`src/rtl/multi_edge_detector.sv`:
```
// multi_edge_detector: per-channel synchronise, debounce and rising/falling edge tick generation
module multi_edge_detector #(
  parameter int CHANNELS    = 4,
  parameter int SYNC_STAGES = 2,
  parameter int DEBOUNCE    = 4,
  parameter int CNT_W       = $clog2(DEBOUNCE + 1)
) (
  input  logic                    clk,
  input  logic                    rst,
  input  logic [CHANNELS-1:0]     lvl,
  input  logic [2*CHANNELS-1:0]   mode,
  output logic [CHANNELS-1:0]     lvl_db,
  output logic [CHANNELS-1:0]     tck,
  output logic                    any_tck
);
  localparam logic [CNT_W-1:0] CNT_MAX = CNT_W'(DEBOUNCE - 1);
  logic [SYNC_STAGES-1:0][CHANNELS-1:0] sync_q, sync_d;
  logic [CHANNELS-1:0][CNT_W-1:0] cnt_q, cnt_d;
  logic [CHANNELS-1:0] lvl_db_q, lvl_db_d, tck_q, tck_d, s, acc;
  logic any_tck_q, any_tck_d;
  assign s = sync_q[SYNC_STAGES-1];
  always_comb begin
    sync_d = {sync_q[SYNC_STAGES-2:0], lvl};
    acc = '0;
    cnt_d = '0;
    lvl_db_d = lvl_db_q;
    tck_d = '0;
    for (int i = 0; i < CHANNELS; i++) begin
      acc[i] = (s[i] != lvl_db_q[i]) && (cnt_q[i] == CNT_MAX);
      cnt_d[i] = (s[i] == lvl_db_q[i] || acc[i]) ? '0 : cnt_q[i] + 1'b1;
      lvl_db_d[i] = acc[i] ? s[i] : lvl_db_q[i];
      tck_d[i] = acc[i] && (s[i] ? mode[2*i] : mode[2*i+1]);
    end
    any_tck_d = |tck_d;
  end
  always_ff @(posedge clk or negedge rst) begin
    if (!rst) begin
      sync_q <= '0;
      cnt_q <= '0;
      lvl_db_q <= '0;
      tck_q <= '0;
      any_tck_q <= 1'b0;
    end else begin
      sync_q <= sync_d;
      cnt_q <= cnt_d;
      lvl_db_q <= lvl_db_d;
      tck_q <= tck_d;
      any_tck_q <= any_tck_d;
    end
  end
  assign lvl_db = lvl_db_q;
  assign tck = tck_q;
  assign any_tck = any_tck_q;
endmodule
```
`config.mk`:
```
export PLATFORM = sky130hd
export DESIGN_NAME = multi_edge_detector
export DESIGN_NICKNAME = d
export VERILOG_FILES = /design/src/rtl/multi_edge_detector.sv
export SDC_FILE = /design/constraint.sdc
export NUM_CORES = 1
export LEC_CHECK = 0
export CAP_MARGIN = 20
export CORE_MARGIN = 2
export CORE_UTILIZATION = 30
export DETAILED_ROUTE_END_ITERATION = 6
export GPL_ROUTABILITY_DRIVEN = 0
export GPL_TIMING_DRIVEN = 0
export PLACE_DENSITY_LB_ADDON = 0.3
export SETUP_SLACK_MARGIN = 0.3
export SLEW_MARGIN = 5
export SYNTH_ARGS = -nofsm -noshare
export SYNTH_HDL_FRONTEND = slang
export SYNTH_SLANG_ARGS = --single-unit
```
`constraint.sdc`:
```
create_clock -name clk -period 3.9 [get_ports clk]
set_input_delay 0.78 -clock clk [delete_from_list [all_inputs] [get_ports clk]]
set_output_delay 0.78 -clock clk [all_outputs]
set_load 0.01 [all_outputs]
```
Yosys cells after proc, flatten, opt, wreduce, memory -nomap -nowiden
Index checks and enable logic that the tools add are counted.
{"block": "classes", "n_eq_ne": 12, "n_reduce_logical": 13, "n_addsub": 4, "n_mux": 8}
{"cell": "3-bit by 1-bit adder with 3-bit output (second input constant)", "n": 4}
{"cell": "3-bit by 2-bit == test with 1-bit output (second input constant)", "n": 4}
{"cell": "3-bit 2-to-1 mux", "n": 4}
{"cell": "1-bit logical AND", "n": 8}
{"cell": "1-bit == test", "n": 4}
{"cell": "1-bit logical OR", "n": 4}
{"cell": "1-bit 2-to-1 mux", "n": 4}
{"cell": "1-bit != test", "n": 4}
{"cell": "4-bit OR reduction", "n": 1}
{"block": "word_totals", "word_cells": 49, "register_bits": 29, "in_bits": 14}

Logic depth before layout (Yosys ltp)
{"block": "depth", "ltp_word": 4, "mapped_depth": 5, "ltp_nobuf": 5}

Worst setup path after synthesis
OpenSTA, ideal clock, no wires.
{"block": "synth_timing", "kind": "input -> register", "startpoint": "in mode[4]", "endpoint": "reg any_tck_q (netlist: any_tck)", "setup_time_ns": 0.138, "path_stages": 3, "path_slack_ns": 2.360, "t_arrival_ns": 1.402, "path_buffers": 0, "cell_sequence": "nand2_1 > o22ai_2 > or4_1"}
{"block": "synth_via", "elab_chain_len": 3}
{"element": "from (decl)", "line_no": "11", "rtl": "input logic [2*CHANNELS-1:0] mode,"}
{"element": "1-bit 2-to-1 mux", "line_no": "32", "rtl": "tck_d[i] = acc[i] && (s[i] ? mode[2*i] : mode[2*i+1]);"}
{"element": "1-bit logical AND", "line_no": "32"}
{"element": "net tck_d[2]", "line_no": "19", "rtl": "logic [CHANNELS-1:0] lvl_db_q, lvl_db_d, tck_q, tck_d, s, acc;"}
{"element": "4-bit OR reduction", "line_no": "34", "rtl": "any_tck_d = |tck_d;"}
{"element": "net any_tck_d", "line_no": "20", "rtl": "logic any_tck_q, any_tck_d;"}
{"element": "to (signal assigned)", "line_no": "48", "rtl": "any_tck_q <= any_tck_d;"}
{"element": "to (decl)", "line_no": "20"}
The timed path passes the listed nets, and every way through them passes these cells.
A chain may end at the register's enable or synchronous reset.

Worst setup path in the final report
{"block": "layout_timing", "startpoint": "reg lvl_db_q[0] (netlist: lvl_db[0])", "endpoint": "out lvl_db[0]"}
{"element": "from (decl)", "line_no": "19"}
{"element": "from (signal assigned)", "line_no": "46", "rtl": "lvl_db_q <= lvl_db_d;"}
{"element": "to (decl)", "line_no": "12", "rtl": "output logic [CHANNELS-1:0] lvl_db,"}
No word-level cell between the ends.

==> results.md <==
- Top-area cell type share of the netlist area: 0.658
- Drt first pass iters: 4
- RSZ-0062 raised after global routing: no
- P per Cell Area: roughly 630 mW/mm^2
- Gr usage total: 0.0972
- Worst flop-to-flop path startpoint: cnt_q[6]$_DFF_PN0_
- Final wirelength: 1.61 mm
- Clk sink count: 29
- Reg clk slew, reported paths: 0.06 ns
- Top-count cell post-synth: dfrtp_1
- Row cnt: 22
- Slew margin rel.: 0.599
- Ys flop type: dfrtp_1
- Clk_skew: approximately 0.0056 ns
- Pins Over Slew Limit: 0
- Fraction of registers with async set/reset: 1.00
- Max stage delay on crit path: around 0.55 ns
- Critical Path RT: approximately 3.1 ns
- Cell area after synthesis: 0.00110 mm^2
- Delay-heaviest family, CP: buffers and inverters
- Syn Inst Count: 86
- CP bufs+invs: 1
- Hold Crit Class: flop to flop
- Worst IR Drop VDD: 0.244 mV
- Dpl ws: 1.90 ns
- CTS buffer count: 5
- Share of cells above drive strength 1: 0.145
- Yosys cell types: 15
- Core Area: 0.00361 mm^2
- IO Pins: 23
- N_diodes: 0
- CTS tree: built
- DR DRC count: 0
- Vias per inst: between 4 and 5
- Max-cap violations: 0
- Bufs on Longest Clock Path: 2
- Seq cells post-synth: 29
- Die footprint: 0.00418 mm^2
- Critical Path AT: ~1.2 ns
- Grt ovf: 0
- DIE HEIGHT: 64.6 um
- Syn nets: roughly 110
- Status: complete, no violations
- Static leakage: 0.704 nW
- Dpl hpwl: about 1.2 mm
- Max stage delay cell, worst path: clkdlybuf4s50_1
- Post-synthesis sequential area ratio: 0.658
- H-tree depth: 2
- Syn. warnings: 0
- Port Buf Inserts: 22
- Initial antenna violation count: 0
- Largest area contributor in the synthesized netlist: dfrtp_1
- DRT iter0 DRCs: 23
- Syn_area_per_cell: 12.8 um^2
- Synth top cells by count: 29 x dfrtp_1, 12 x nor2_1, 8 x ha_1, 8 x inv_1, 8 x nand2_1
- Hold_sp: sync_d[6]$_DFF_PN0_
- Worst-Skew Late Latency: ~0.27 ns
- Largest net degree at the start of global routing: 20
- Startpoint types: flop
- Setup TNS: 0 ns
- CTS Root Buffer Type: clkbuf_8
- Worst setup EP type: output pin
- Worst-path fanout max: 4
- Setup violators final: 0
- First-pass GRT wire length: 2.90 mm
- Vias in the first global route: 709
- Layout area overhead: 38.8%
- Final Hold Viols: 0
- Max Freq: about 0.5 GHz
- Setup CP Type: flop to output pin
- CTS resizes: 0
- Die width: 64.6 um
- CP Launch Point: lvl_db[0]$_DFFE_PN0P_
- Worst setup margin: roughly 1.9 ns
- Number of routed nets with antenna violations: 0
- Worst path cell trace: clkdlybuf4s50_1
- WL per Instance: between 9 and 10 um
- Period utilization: 0.506
- Area contributors post-synth: dfrtp_1 66%, ha_1 9.1%, mux2_2 4.1%, nor2_1 4.1%, nand2b_1 2.8%
- Final Critical Period: 1.97 ns
- Starting density of the core: 0.306
- Number of synthesized flops with an enable pin: 0
- Nets: 138
- Via Count: 676
- Post-CTS repair timing setup buffer count: 0
- Hold buffer count at cts: 0
- Slew @ Worst Pin: approximately 0.6 ns
## logic make-up (layout without fill, tap and decap cells)
| logic type | count (synthesis) | after routing | share of synthesized area |
|---|---|---|---|
| flops | 29 | 29 | 0.658 |
| fa+ha+maj | 8 | 8 | 0.0908 |
| buf+inv | 8 | 39 | 0.0272 |
| simple gates | 29 | 29 | 0.126 |
| mux | 4 | 4 | 0.0409 |
| compound gates | 8 | 8 | 0.0568 |
## cell usage in the layout, fill, tap and decap left out
master and instances:
a21o_1 3, a21o_2 1, buf_16 1, bufinv_16 1
clkbuf_8 6, clkdlybuf4s50_1 22, clkinvlp_4 1, dfrtp_1 29
ha_1 8, inv_1 8, mux2_2 4, nand2_1 8
nand2b_1 5, nand2b_2 1, nor2_1 12, o22ai_1 3
o22ai_2 1, or2b_1 1, or2b_2 1, or4_1 1
## power breakdown
part / switching, mW / internal, mW
sequential: 0.0372 / 0.370
clock: 0.107 / 0.207
combinational: 0.102 / 0.139
total: 0.246 / 0.716
## sequential cells by signal, indices dropped and copies added (netlist names)
signal and count:
s 4, tck 4, cnt_q 12, sync_d 4, lvl_db 4, any_tck 1
## per-stage QoR
step                      cell area, um^2  hold slack [ns]  cells  utilization  power [mW]
after global routing                 1530            0.359    165        0.424        1.03
after global placement               1380            0.332    156        0.383       0.641
after detailed placement             1410            0.335    157        0.391       0.656
after floorplan                      1100            0.331     86            -       0.554
after CTS                            1530            0.350    165        0.424       0.979
final                                1530            0.349    165        0.424       0.961
## cell type report
cell class	count	area, um^2
multi-input cells	49	347
fillers	332	2080
clock buffers	6	82.6
flip-flops and latches	29	726
well taps	48	60.1
repair buffers	23	248
clock inverters	2	37.5
inverters	8	30.0
## layer usage
metal	up-vias	global-route usage	part of all wire
met2	18	0.159	0.49
met1	317	0.0975	0.42
met5	-	0	0
met4	0	0.0718	0.032
met3	5	0.0434	0.057
li1	336	-	-
## final timing paths
check / to / slack, ns / depth (start not counted)
max in group asynchronous: lvl_db[3]$_DFFE_PN0P_ / 2.52 / 2
min: s[2]$_DFF_PN0_ / 0.35 / 0
max reg2reg: any_tck$_DFF_PN0_ / 2.31 / 5
max: lvl_db[0] / 1.93 / 1
min reg2reg: s[2]$_DFF_PN0_ / 0.35 / 0
min in group asynchronous: lvl_db[1]$_DFFE_PN0P_ / 0.88 / 1
No activity file was read; power rests on OpenSTA's default activity.
